**config.mk**
```make
export PLATFORM = sky130hd
export DESIGN_NAME = delay_sched_flat
export DESIGN_NICKNAME = d
export VERILOG_FILES = /design/src/rtl/delay_sched_pkg.sv /design/src/rtl/delay_sched_if.sv /design/src/rtl/delay_sched_rr_pick.sv /design/src/rtl/delay_sched.sv /design/src/flat_wrapper.sv
export SDC_FILE = /design/constraint.sdc
export NUM_CORES = 1
export LEC_CHECK = 0
export CORE_ASPECT_RATIO = 0.8
export CORE_MARGIN = 3
export CORE_UTILIZATION = 35
export DETAILED_ROUTE_END_ITERATION = 6
export PLACE_DENSITY = 0.54
export SYNTH_ARGS = -nofsm -noshare
export SYNTH_HDL_FRONTEND = slang
export SYNTH_SLANG_ARGS = --single-unit
```
**constraint.sdc**
```tcl
create_clock -name clkin -period 2.7 [get_ports clkin]
set_clock_uncertainty 0.1 [all_clocks]
set_input_delay 0.54 -clock clkin [delete_from_list [all_inputs] [get_ports clkin]]
set_output_delay 0.54 -clock clkin [all_outputs]
set_load 0.02 [all_outputs]
```
**src/rtl/delay_sched_pkg.sv**
```systemverilog
// rtl/delay_sched_pkg.sv - shared state encoding and board tick constants for delay_sched
package delay_sched_pkg;

    typedef enum logic [1:0] {
        ST_IDLE  = 2'd0,
        ST_COUNT = 2'd1,
        ST_DONE  = 2'd2
    } sched_state_t;

    // Prescaler lengths for the 50 MHz board clock
    localparam int TICK_100MS = 5000000;
    localparam int TICK_20MS  = 1000000;
    localparam int TICK_2MS   = 100000;

    function automatic int idx_width(input int n);
        return (n > 1) ? $clog2(n) : 1;
    endfunction

endpackage

```
**src/rtl/delay_sched_if.sv**
```systemverilog
// rtl/delay_sched_if.sv - requester-side bundle of the shared delay scheduler
interface delay_sched_if #(
    parameter int N_REQ = 3,
    parameter int DLY_W = 8
);
    logic [N_REQ-1:0]       req;
    logic [N_REQ*DLY_W-1:0] dly;
    logic [N_REQ-1:0]       gnt;
    logic [N_REQ-1:0]       done;
    logic                   busy;

    modport master (output req, output dly, input gnt, input done, input busy);
    modport slave  (input req, input dly, output gnt, output done, output busy);
endinterface

```
**src/rtl/delay_sched_rr_pick.sv**
```systemverilog
// rtl/delay_sched_rr_pick.sv - combinational round-robin first-set search from a pointer
module delay_sched_rr_pick
    import delay_sched_pkg::*;
#(
    parameter int N  = 3,
    parameter int IW = idx_width(N)
) (
    input  logic [N-1:0]  req,
    input  logic [IW-1:0] ptr,
    output logic [N-1:0]  onehot,
    output logic [IW-1:0] idx,
    output logic          any
);

    always_comb begin
        int j;
        onehot = '0;
        idx    = '0;
        any    = 1'b0;
        j      = 0;
        for (int k = 0; k < N; k++) begin
            j = (int'(ptr) + k) % N;
            if (!any && req[j]) begin
                any       = 1'b1;
                onehot[j] = 1'b1;
                idx       = IW'(j);
            end
        end
    end

endmodule

```
**src/rtl/delay_sched.sv**
```systemverilog
// rtl/delay_sched.sv - shared prescaler/countdown granted round-robin to delay requesters
module delay_sched
    import delay_sched_pkg::*;
#(
    parameter int TICK_CYCLES = TICK_100MS,
    parameter int N_REQ       = 3,
    parameter int DLY_W       = 8
) (
    input  logic         clkin,
    input  logic         rst,
    delay_sched_if.slave bus
);

    localparam int PS_W  = (TICK_CYCLES > 1) ? $clog2(TICK_CYCLES) : 1;
    localparam int IDX_W = idx_width(N_REQ);
    localparam logic [PS_W-1:0]  PS_LAST  = PS_W'(TICK_CYCLES - 1);
    localparam logic [IDX_W-1:0] IDX_LAST = IDX_W'(N_REQ - 1);

    sched_state_t     state;
    logic [PS_W-1:0]  presc;
    logic [DLY_W-1:0] remaining;
    logic [IDX_W-1:0] ptr;
    logic [IDX_W-1:0] owner;
    logic [N_REQ-1:0] gnt_q;
    logic [N_REQ-1:0] done_q;
    logic             busy_q;

    logic [N_REQ-1:0] win_oh;
    logic [IDX_W-1:0] win_idx;
    logic             win_any;
    logic             tick;

    delay_sched_rr_pick #(.N(N_REQ), .IW(IDX_W)) u_pick (
        .req    (bus.req),
        .ptr    (ptr),
        .onehot (win_oh),
        .idx    (win_idx),
        .any    (win_any)
    );

    assign tick     = (presc == PS_LAST);
    assign bus.gnt  = gnt_q;
    assign bus.done = done_q;
    assign bus.busy = busy_q;

    always_ff @(posedge clkin) begin
        if (rst) begin
            state     <= ST_IDLE;
            presc     <= '0;
            remaining <= '0;
            ptr       <= '0;
            owner     <= '0;
            gnt_q     <= '0;
            done_q    <= '0;
            busy_q    <= 1'b0;
        end else begin
            case (state)
                ST_IDLE: begin
                    if (win_any) begin
                        gnt_q     <= win_oh;
                        busy_q    <= 1'b1;
                        owner     <= win_idx;
                        remaining <= bus.dly[int'(win_idx)*DLY_W +: DLY_W];
                        presc     <= '0;
                        ptr       <= (win_idx == IDX_LAST) ? '0 : win_idx + IDX_W'(1);
                        state     <= ST_COUNT;
                    end
                end
                ST_COUNT: begin
                    if (!bus.req[owner]) begin
                        gnt_q  <= '0;
                        busy_q <= 1'b0;
                        state  <= ST_IDLE;
                    end else if (remaining == '0) begin
                        // zero delay: this single cycle puts done one cycle after gnt
                        done_q <= gnt_q;
                        state  <= ST_DONE;
                    end else begin
                        presc <= tick ? '0 : presc + PS_W'(1);
                        if (tick) begin
                            remaining <= remaining - DLY_W'(1);
                            if (remaining == DLY_W'(1)) begin
                                done_q <= gnt_q;
                                state  <= ST_DONE;
                            end
                        end
                    end
                end
                ST_DONE: begin
                    gnt_q  <= '0;
                    done_q <= '0;
                    busy_q <= 1'b0;
                    state  <= ST_IDLE;
                end
                default: state <= ST_IDLE;
            endcase
        end
    end

endmodule

```
**src/flat_wrapper.sv**
```systemverilog
// flat-port wrapper written by rule: the top's interface ports become plain ports
module delay_sched_flat import delay_sched_pkg::*;
#(
    parameter int TICK_CYCLES = TICK_100MS,
    parameter int N_REQ       = 3,
    parameter int DLY_W       = 8
)
  (clkin, rst, bus_req, bus_dly, bus_gnt, bus_done, bus_busy);
  delay_sched_if #(.N_REQ(N_REQ), .DLY_W(DLY_W)) bus_i ();
  input  logic clkin;
  input  logic rst;
  input wire logic [$bits(bus_i.req)-1:0] bus_req;
  input wire logic [$bits(bus_i.dly)-1:0] bus_dly;
  output wire logic [$bits(bus_i.gnt)-1:0] bus_gnt;
  output wire logic [$bits(bus_i.done)-1:0] bus_done;
  output wire logic [$bits(bus_i.busy)-1:0] bus_busy;
  assign bus_i.req = bus_req;
  assign bus_i.dly = bus_dly;
  assign bus_gnt = bus_i.gnt;
  assign bus_done = bus_i.done;
  assign bus_busy = bus_i.busy;
  delay_sched #(.TICK_CYCLES(TICK_CYCLES), .N_REQ(N_REQ), .DLY_W(DLY_W)) u_core (.clkin(clkin), .rst(rst), .bus(bus_i));
endmodule
```
==> results_dict.tcl <==
set metrics [dict create \
    synth_simple_gate_area_frac 0.336 \
    wl_per_cell_um 14.9 \
    status "finished, final reports clean" \
    hp-class "flip-flop to flip-flop" \
    initialDrtViolationCount 250 \
    clkLatencyLatePin_ns 0.29 \
    synth-compound-area-share 0.177 \
    drv_cap 0 \
    power_density_nw_per_um2 1000 \
    vias 2839 \
    ir_drop_mv 0.341 \
    p_leak_nw 1.29 \
    synth_area_um2 2970 \
    vias_per_cell 5.35 \
    clock_path_buffers 2 \
    grt.overflow.total 0 \
    max_freq_ghz 0.388 \
    initial_core_util 0.367 \
    finalCritPeriodShare 0.955 \
    synth_mux_area_frac 0.0278 \
    timing.rr.end "u_core.remaining[0]" \
    io_pins 36 \
    rows 29 \
    synth_warnings 0 \
    drc 0 \
    m1WireLength_mm 4.39 \
    antenna_cells 0 \
    detailed_place_hpwl_mm 6.18 \
    tightest_slew_ns 0.667 \
    crit_fanout 8 \
    cts_tree "yes" \
    worst_slack_ns 0.123 \
    rr_worst_depth 9 \
    grt_first_pass_wirelength_mm 13.4 \
    top_layer "met4" \
    antenna_found_initial 0 \
    htreeDepth 2 \
    hold_viol 0 \
    synth_ff_type "dfxtp_1" \
    synthDistinctLibCells 64 \
    io_buffers 35 \
    cts_root_buf "clkbuf_8" \
    synth_top_family_by_area "simple AND/OR/NAND/NOR gates" \
    r2r_slack_ns 0.13 \
    avgSynthCellArea_um2 8.32 \
    drive_above_1_share 0.175 \
    grt_max_degree 24 \
    synth_xor_area_frac 0.0649 \
    slew_violations 0 \
    place_congestion 0.857 \
    async_flop_share 0 \
    ant_nets 0 \
    setup_tns_ns 0 \
    synth_cells 357 \
    cts_num_sinks 44 \
    crit_path_end_kind "flip-flop" \
    syn2layout_area_growth_pct 27.5 \
    worstHoldEndpoint "u_core.bus.done[1]" \
    rsz0062_at_grt "no" \
    synth_fa_ha_area_frac 0.0506 \
    yosysSeqAreaShare 0.297 \
    postCtsSetupBuffers 0 \
    arrival_ns 2.70 \
    synth_nets 398 \
    startpoint_type "input port" \
    wl_mm 7.89 \
    met3_length_um 458 \
    first_pass_iters 5 \
    track_usage 0.172 \
    dieArea_um2 9630 \
    grt_pass1_vias 2645 \
    coreArea_um2 8090 \
    holdPathStages 2 \
    fill_cells 801 \
    r2r_start "u_core.ptr[1]" \
    fin_crit_ns 2.58 \
    setup_viol 0 \
    ys_ff_latch 44 \
    required_ns 2.82 \
    met2_length_mm 3.02 \
    synth_edf_count 0 \
    place_ws_ns -0.271 \
    clkSlewWorstSetupHoldPaths_ns 0.09 \
    crit_type "input port to flip-flop" \
    dieWidth_um 109 \
    holdBufCountCts 0 \
    hold_start "u_core.bus.done[1]" \
    cts_buffers 5 \
    fin_nets 463 \
    die_h_um 88.4 \
    relSlewSlack 0.551 \
]
==> repair_timing <==
item / 4_1_cts / 5_1_grt
hold endpoints to repair: 0 / 0
setup endpoints to repair: 1 / 15
resized for setup: 1 / 4
cloned: 0 / 0
==> logic make-up (layout without fill, tap and decap cells) <==
logic type                 Yosys count  in the layout
AOI/OAI and AO/OA                   75             75
xor gates and xnor gates            22             22
adders and majority gates           12             12
buffers and inverters               30             96
DFF                                 44             44
muxes                                7              7
and+or+nand+nor                    167            167
==> placed cells by master, fill, tap and decap left out, types with 4 or more instances in the layout <==
cell and count:
nand4_1 11, nand2_1 24, inv_1 14, clkbuf_8 5, nor4_2 5, a211oi_1 4
nor2_1 41, clkdlybuf4s50_1 35, and4_1 5, and3_1 6, or3_1 6, nor4b_2 5
ha_1 10, a31oi_1 5, a21oi_1 16, nand3b_1 7, xnor2_1 22, mux2i_1 6
o21ai_0 17, dfxtp_1 44, nand3_1 11, nor3_1 15, buf_4 38
==> routing by layer <==
layer,global-route usage,vias up
li1,-,1435
met5,0,-
met4,0.0138,0
met1,0.281,1316
met3,0.0306,2
met2,0.237,86
==> registers in the layout, summed over array words and instances (netlist names) <==
signal            cells
u_core.bus.busy       1
u_core.bus.done       3
u_core.bus.gnt        3
u_core.owner          2
u_core.presc         23
u_core.ptr            2
u_core.remaining      8
u_core.state          2
==> Yosys cell counts, types with 3 or more instances <==
library cell	count	area share
xnor2_1	22	0.065
nor4b_1	3	0.0089
nor4_1	3	0.0063
nand2_1	24	0.030
and2_1	4	0.0084
nand3_1	11	0.019
and3_1	6	0.013
and4_1	5	0.015
a21oi_1	16	0.027
o21ai_1	3	0.0051
a31oi_1	5	0.011
clkbuf_1	8	0.010
o21ai_0	17	0.029
or2_2	3	0.0063
nor4b_2	5	0.025
nand4_1	11	0.023
nand2b_1	3	0.0063
nor4_2	5	0.021
nor3_1	15	0.025
ha_1	12	0.051
nor2b_1	3	0.0063
inv_1	14	0.018
nor2_1	41	0.052
a211oi_1	4	0.010
dfxtp_1	44	0.30
mux2i_1	6	0.020
or3_1	6	0.013
buf_2	3	0.0051
o211ai_1	3	0.0076
a21boi_0	3	0.0076
nand3b_1	7	0.018
==> worst max path at each step <==
stage                  start             endpoint  cells past startpoint
2_1_floorplan  u_core.ptr[0]  u_core.remaining[5]                     10
3_3_place_gp      bus_req[1]  u_core.remaining[3]                      8
3_5_place_dp      bus_req[1]  u_core.remaining[3]                      8
4_1_cts        u_core.ptr[1]  u_core.remaining[0]                      9
5_1_grt        u_core.ptr[1]  u_core.remaining[0]                      9
6_report          bus_req[1]  u_core.remaining[2]                      8
==> cell type report <==
cell class / count / area, um2 / share of cell area
Timing Repair Buffer: 73 / 636 / 0.168
Tap cell: 108 / 135 / 0.0357
Sequential cell: 44 / 881 / 0.233
Inverter: 15 / 56.3 / 0.0149
Clock inverter: 3 / 46.3 / 0.0122
Clock buffer: 5 / 68.8 / 0.0182
Multi-Input combinational cell: 283 / 1960 / 0.518
==> through the flow <==
| stage | area [um2] | power (mW) | instances | hold WS (ns) | util |
|---|---|---|---|---|---|
| 2_1_floorplan | 2970 | 2.34 | 357 | 0.366 | - |
| 3_3_place_gp | 3660 | 3.24 | 523 | 0.337 | 0.452 |
| 3_5_place_dp | 3660 | 3.25 | 523 | 0.349 | 0.452 |
| 4_1_cts | 3770 | 3.78 | 531 | 0.362 | 0.466 |
| 5_1_grt | 3780 | 4.10 | 531 | 0.386 | 0.468 |
| 6_report | 3780 | 3.79 | 531 | 0.358 | 0.468 |
==> power by group <==
group	total [mW]	switching [mW]	internal [mW]
Sequential	0.855	0.0951	0.760
Clock	0.517	0.239	0.279
Combinational	2.42	1.34	1.07
Total	3.79	1.68	2.11
==> worst max-delay path, cell delays in order <==
cell and delay, ns:
clkdlybuf4s50_1 0.67, mux2i_1 0.17, o21ai_2 0.20, nor4_4 0.05, buf_4 0.17, or3_1 0.43
or3_1 0.37, o211ai_1 0.09
Note: power is estimated with default switching activity, not from simulation.
==> edit 1, RTL diff (same settings) <==
`DLY_W` is set to 8 in 3 places; all go to 10.
--- a/src/rtl/delay_sched_if.sv
+++ b/src/rtl/delay_sched_if.sv
@@ -3,3 +3,3 @@
     parameter int N_REQ = 3,
-    parameter int DLY_W = 8
+    parameter int DLY_W = 10
 );
--- a/src/rtl/delay_sched.sv
+++ b/src/rtl/delay_sched.sv
@@ -6,3 +6,3 @@
     parameter int N_REQ       = 3,
-    parameter int DLY_W       = 8
+    parameter int DLY_W       = 10
 ) (
--- a/src/flat_wrapper.sv
+++ b/src/flat_wrapper.sv
@@ -5,3 +5,3 @@
     parameter int N_REQ       = 3,
-    parameter int DLY_W       = 8
+    parameter int DLY_W       = 10
 )
Interface: changed (resized bus_dly); port bits go from 36 to 42. The function was not compared with the original's and may differ.
==> edit 1 against the original RTL <==
Count of clock-buffer cells in the layout up 2; register-to-register slack better by 0.06 ns; total power up 15%; final area up 9.4%; worst hold slack better by 0.011 ns; sequential cell count up 2; area after synthesis up 3.6%; critical endpoint is now u_core.remaining[0]; critical path depth up 1; synthesized cell count up 4.8%; sequential share of layout area down 0.97 points; worst setup slack better by 0.034 ns; routed wire length up 8.1%.
==> edit 1: results (changes against the original RTL) <==
| Metric | Value |
|---|---|
| WL per Instance | 15.0 um (was 14.9 um) |
| Regs by FF count | u_core.presc (23), u_core.remaining (10) (was u_core.presc (23), u_core.remaining (8)) |
| I/O Buffers | 41 (was 35) |
| 1st-iter DRT viols | 199 (was 250) |
| Critical Path Max Stage Delay | 0.52 ns (was 0.67 ns) |
| CTS Buf Count | 5 (unchanged) |
| Vias per inst | 5.25 (was 5.35) |
| First-pass GRT wire length | 14.2 mm (was 13.4 mm) |
| Clk_lat worst skew | approximately 0.3 ns |
| N_diodes | 0 (unchanged) |
| H-tree levels | 2 (unchanged) |
| Total track usage | 0.171 (was 0.172) |
| Net Count, Synth | 421 (was 398) |
| Layout Nets | 508 (was 463) |
| Synth top area cells | dfxtp_1, xnor2_1, nor2_1, ha_1, nand2_1 (unchanged) |
| Share of layout cells above drive strength 1 | 0.195 (was 0.175) |
| Asr flop ratio synth | 0 (unchanged) |
| Crit-path max FO | 17 (was 8) |
| Worst r2r src | u_core.ptr[0] (was u_core.ptr[1]) |
| Largest net degree at the start of global routing | 18 (was 24) |
| Pleak | 1.54 nW (was 1.29 nW) |
| GPL Wtd Cong | 0.868 (was 0.857) |
| Synth Flop Type | dfxtp_1 (unchanged) |
| Post-synthesis sequential area ratio | 0.299 (was 0.297) |
| Rel. slew slack | 0.628 (was 0.551) |
| Worst setup path start | bus_req[0] (was bus_req[1]) |
| Hold Crit Start | u_core.bus.done[1] (unchanged) |
| Pre-CTS setup slack | -0.376 ns (was -0.271 ns) |
| Peak supply drop | 0.000495 V (was 0.000341 V) |
| Yosys Warn Count | 0 (unchanged) |
| Fill cells | 789 (was 801) |
| DRC errors left | 0 (unchanged) |
| Most common library cells after synthesis | dfxtp_1, nor2_1, nand2_1 (unchanged) |
| Delay-heaviest family, CP | buffers and inverters (was simple AND/OR/NAND/NOR gates) |
| Worst Path Arrival | 2.63 ns (was 2.70 ns) |
| Clock transition at the registers of the reported paths | 0.09 ns (about the same) |
| CP max stage cell | clkdlybuf4s50_1 (unchanged) |
| Status | finished clean (unchanged) |
| Hpwl dp | 6.74 mm (was 6.18 mm) |
| Root Driver | clkbuf_8 (unchanged) |
| Vias in the first global route | 2837 (was 2645) |
| Min-delay worst type | reg2reg (unchanged) |
| Initial antenna violation count | 0 (unchanged) |
| Clk buf depth | 2 (unchanged) |
| Post-synth cell types | 64 (unchanged) |
| First-pass DRT Iterations | 4 (was 5) |
[edit 1: kinds of logic (layout without fill, tap and decap cells)]
group,after synthesis,in the layout,share of synthesized area
fa+ha+maj,12,12,0.0488
compound gates,78,78,0.192
buf+inv,33,121,0.0492
simple gates,169,169,0.303
flops,46,46,0.299
xor+xnor,26,26,0.0740
mux,10,10,0.0342
[edit 1: what timing repair did]
action,CTS,global route
setup endpoints to repair,6,31
hold buffers,0,0
buffers inserted,0,2
gates resized for setup,5,10
pin swaps,0,1
[edit 1: per-layer routing]
layer / wire length [um] / track usage
met5: 0 / 0
met4: 61 / 0.0338
met3: 468 / 0.0322
met2: 3310 / 0.233
met1: 4690 / 0.273
[edit 1: worst paths after layout]
check,to,slack [ns],depth (start not counted)
worst max-delay path,u_core.remaining[0],0.16,9
worst min-delay path,u_core.bus.done[1],0.37,2
worst max register to register,u_core.remaining[5],0.19,10
worst min register to register,u_core.bus.done[1],0.37,2
[edit 1: worst register-to-register path: stages (launching register included)]
cell and delay, ns:
dfxtp_2 0.37, inv_1 0.09, ha_1 0.26, nand3b_1 0.24, a21bo_2 0.28, nor4_4 0.04, buf_4 0.18, buf_12 0.15
or3_1 0.36, a32oi_1 0.21, o31ai_1 0.10
[edit 1: metrics by stage]
stage	std cells	utilization	TNS [ns]	hold WS [ns]	area [sq um]
6_report	570	0.503	0	0.368	4140
5_1_grt	570	0.503	-0.000890	0.407	4140
4_1_cts	568	0.495	0	0.373	4070
3_5_place_dp	560	0.480	-7.71	0.359	3960
3_3_place_gp	560	0.480	-4.81	0.355	3960
2_1_floorplan	374	-	0	0.360	3080
[edit 1: final cells by class]
cell class,count,share of cell area
clock buffer,7,0.0233
clock inverter,1,0.00212
timing repair buffer,98,0.206
multi-input combinational,295,0.500
tap,108,0.0326
inverter,15,0.0136
sequential,46,0.223
[edit 1: where the power goes]
group | internal [mW] | total, mW | switching (mW)
clock | 0.235 | 0.480 | 0.245
sequential | 0.799 | 0.910 | 0.111
combinational | 1.42 | 2.97 | 1.55
total | 2.46 | 4.36 | 1.91
==> edit 2, RTL diff (config.mk and constraints unchanged) <==
Without the edit above. Re-encode `sched_state_t` (3 states) as one-hot, 3 bits wide.
--- a/src/rtl/delay_sched_pkg.sv
+++ b/src/rtl/delay_sched_pkg.sv
@@ -3,6 +3,6 @@
 
-    typedef enum logic [1:0] {
-        ST_IDLE  = 2'd0,
-        ST_COUNT = 2'd1,
-        ST_DONE  = 2'd2
+    typedef enum logic [2:0] {
+        ST_IDLE  = 3'b001,
+        ST_COUNT = 3'b010,
+        ST_DONE  = 3'b100
     } sched_state_t;
Function: same outputs for any inputs over 4 cycles, from zero or initial values and one cycle with rst high; so few cycles prove little.
==> edit 2 against the original RTL <==
Final cell count up 0.94%; global-route usage up 0.66 points; final area up 1.5%; count of clock-buffer cells in the layout up 1; die area down 2.1%; fmax down 1.8%; area after synthesis down 2.2%; worst setup slack worse by 0.047 ns; total power down 9.1%; sequential share of layout area up 0.18 points; routed wire length up 5.2%; clock power down 15%; sequential cell count up 1; highest routed layer unchanged.
==> edit 2: results (changes against the original RTL) <==
| Metric | Value |
|---|---|
| Pleak | 1.35 nW (was 1.29 nW) |
| Met1 global-route usage | 0.284 (was 0.281) |
| Peak supply drop | 0.000370 V (was 0.000341 V) |
| Final WS setup | 0.0754 ns (was 0.123 ns) |
| Total track usage | 0.178 (was 0.172) |
| WL per Instance | 15.5 um (was 14.9 um) |
| Sequential power | 0.864 mW (was 0.855 mW) |
| GPL Wtd Cong | 0.885 (was 0.857) |
| Synth Area in Compound Gates | 0.244 (was 0.177) |
| Mux share of post-synthesis cell area | 0.0448 (was 0.0278) |
| First-pass DRT Iterations | 4 (was 5) |
| 1st-iter DRT viols | 175 (was 250) |
| Share of layout cells above drive strength 1 | 0.166 (was 0.175) |
| Hpwl dp | 6.12 mm (was 6.18 mm) |
| Resized Gates After CTS | 0 (was 1) |
| Pre-CTS setup slack | -0.187 ns (was -0.271 ns) |
| Met3 Use GR | 0.0311 (was 0.0306) |
| Synth top area share | 0.310 (was 0.297) |
| CP max stage cell | ha_2 (was clkdlybuf4s50_1) |
| Met3 routed WL | 587 um (was 458 um) |
| Area share of fa/ha/maj cells after synthesis | 0.0345 (was 0.0506) |
| First-pass GRT wire length | 13.7 mm (was 13.4 mm) |
| Most common library cells after synthesis | dfxtp_1, nor2_1, xnor2_1 (was dfxtp_1, nor2_1, nand2_1) |
| Net Sw Frac | 0.432 (was 0.443) |
| Status | finished clean (unchanged) |
| Slew @ Worst Pin | 0.607 ns (was 0.667 ns) |
| Reg-to-Reg End | u_core.ptr[1] (was u_core.remaining[0]) |
| Synth top area cells | dfxtp_1, xnor2_1, nor2_1, a2111oi_0, mux2i_1 (was dfxtp_1, xnor2_1, nor2_1, ha_1, nand2_1) |
| Hold Crit Start | u_core.presc[1] (was u_core.bus.done[1]) |
| WL met2 | 3.36 mm (was 3.02 mm) |
| R2R setup slack | 0.08 ns (was 0.13 ns) |
| Critical path class | reg2reg (was in2reg) |
| Critical Path Max Stage Delay | 0.41 ns (was 0.67 ns) |
| Clk_lat worst skew | 0.29 ns (about the same) |
| Post-synth cell types | 59 (was 64) |
| Post-synthesis sequential area ratio | 0.310 (was 0.297) |
==> edit 2: changes by cell type after synthesis, sizes merged, moves of 5 or more <==
cell,unedited run,this run
nor4b,8,0
o21ai,23,18
nor3,16,7
buf,7,14
nor4,9,4
mux2i,7,13
o22ai,0,5
nor2b,3,8
a2111oi,1,16
a211oi,4,9
nand4,12,2
==> edit 2: per-stage QoR <==
step                      setup TNS (ns)  hold WS (ns)  instances  power [mW]  instance area [sq um]
after floorplan                        0         0.357        356        2.10                   2900
after global placement             -2.11         0.377        527        2.91                   3680
after detailed placement           -3.66         0.384        527        2.91                   3680
after CTS                              0         0.397        535        3.38                   3770
after global routing              -0.198         0.420        536        3.71                   3840
final                                  0         0.392        536        3.44                   3840
==> edit 2: worst reg2reg max path: stages (launching register included) <==
cell      delay [ns]
dfxtp_1         0.34
inv_1           0.06
ha_2            0.41
mux2i_2         0.25
o21a_1          0.19
buf_4           0.14
a211oi_2        0.08
or2_1           0.32
buf_4           0.17
or3_1           0.35
a21oi_1         0.14
==> edit 2: final cells by class <==
class                           instances  area share
Tap cell                              108      0.0352
Clock buffer                            6      0.0215
Sequential cell                        45       0.235
Inverter                               14      0.0137
Multi-Input combinational cell        278       0.499
Timing Repair Buffer                   83       0.193
Clock inverter                          2     0.00358
==> edit 2: worst min-delay path by stage <==
stage          slack (ns)  cells after the start                 end
3_5_place_dp         0.38                      2     u_core.presc[1]
2_1_floorplan        0.36                      2     u_core.presc[1]
3_3_place_gp         0.38                      2  u_core.bus.done[0]
5_1_grt              0.42                      2     u_core.presc[1]
4_1_cts              0.40                      2     u_core.presc[1]
6_report             0.39                      2     u_core.presc[1]
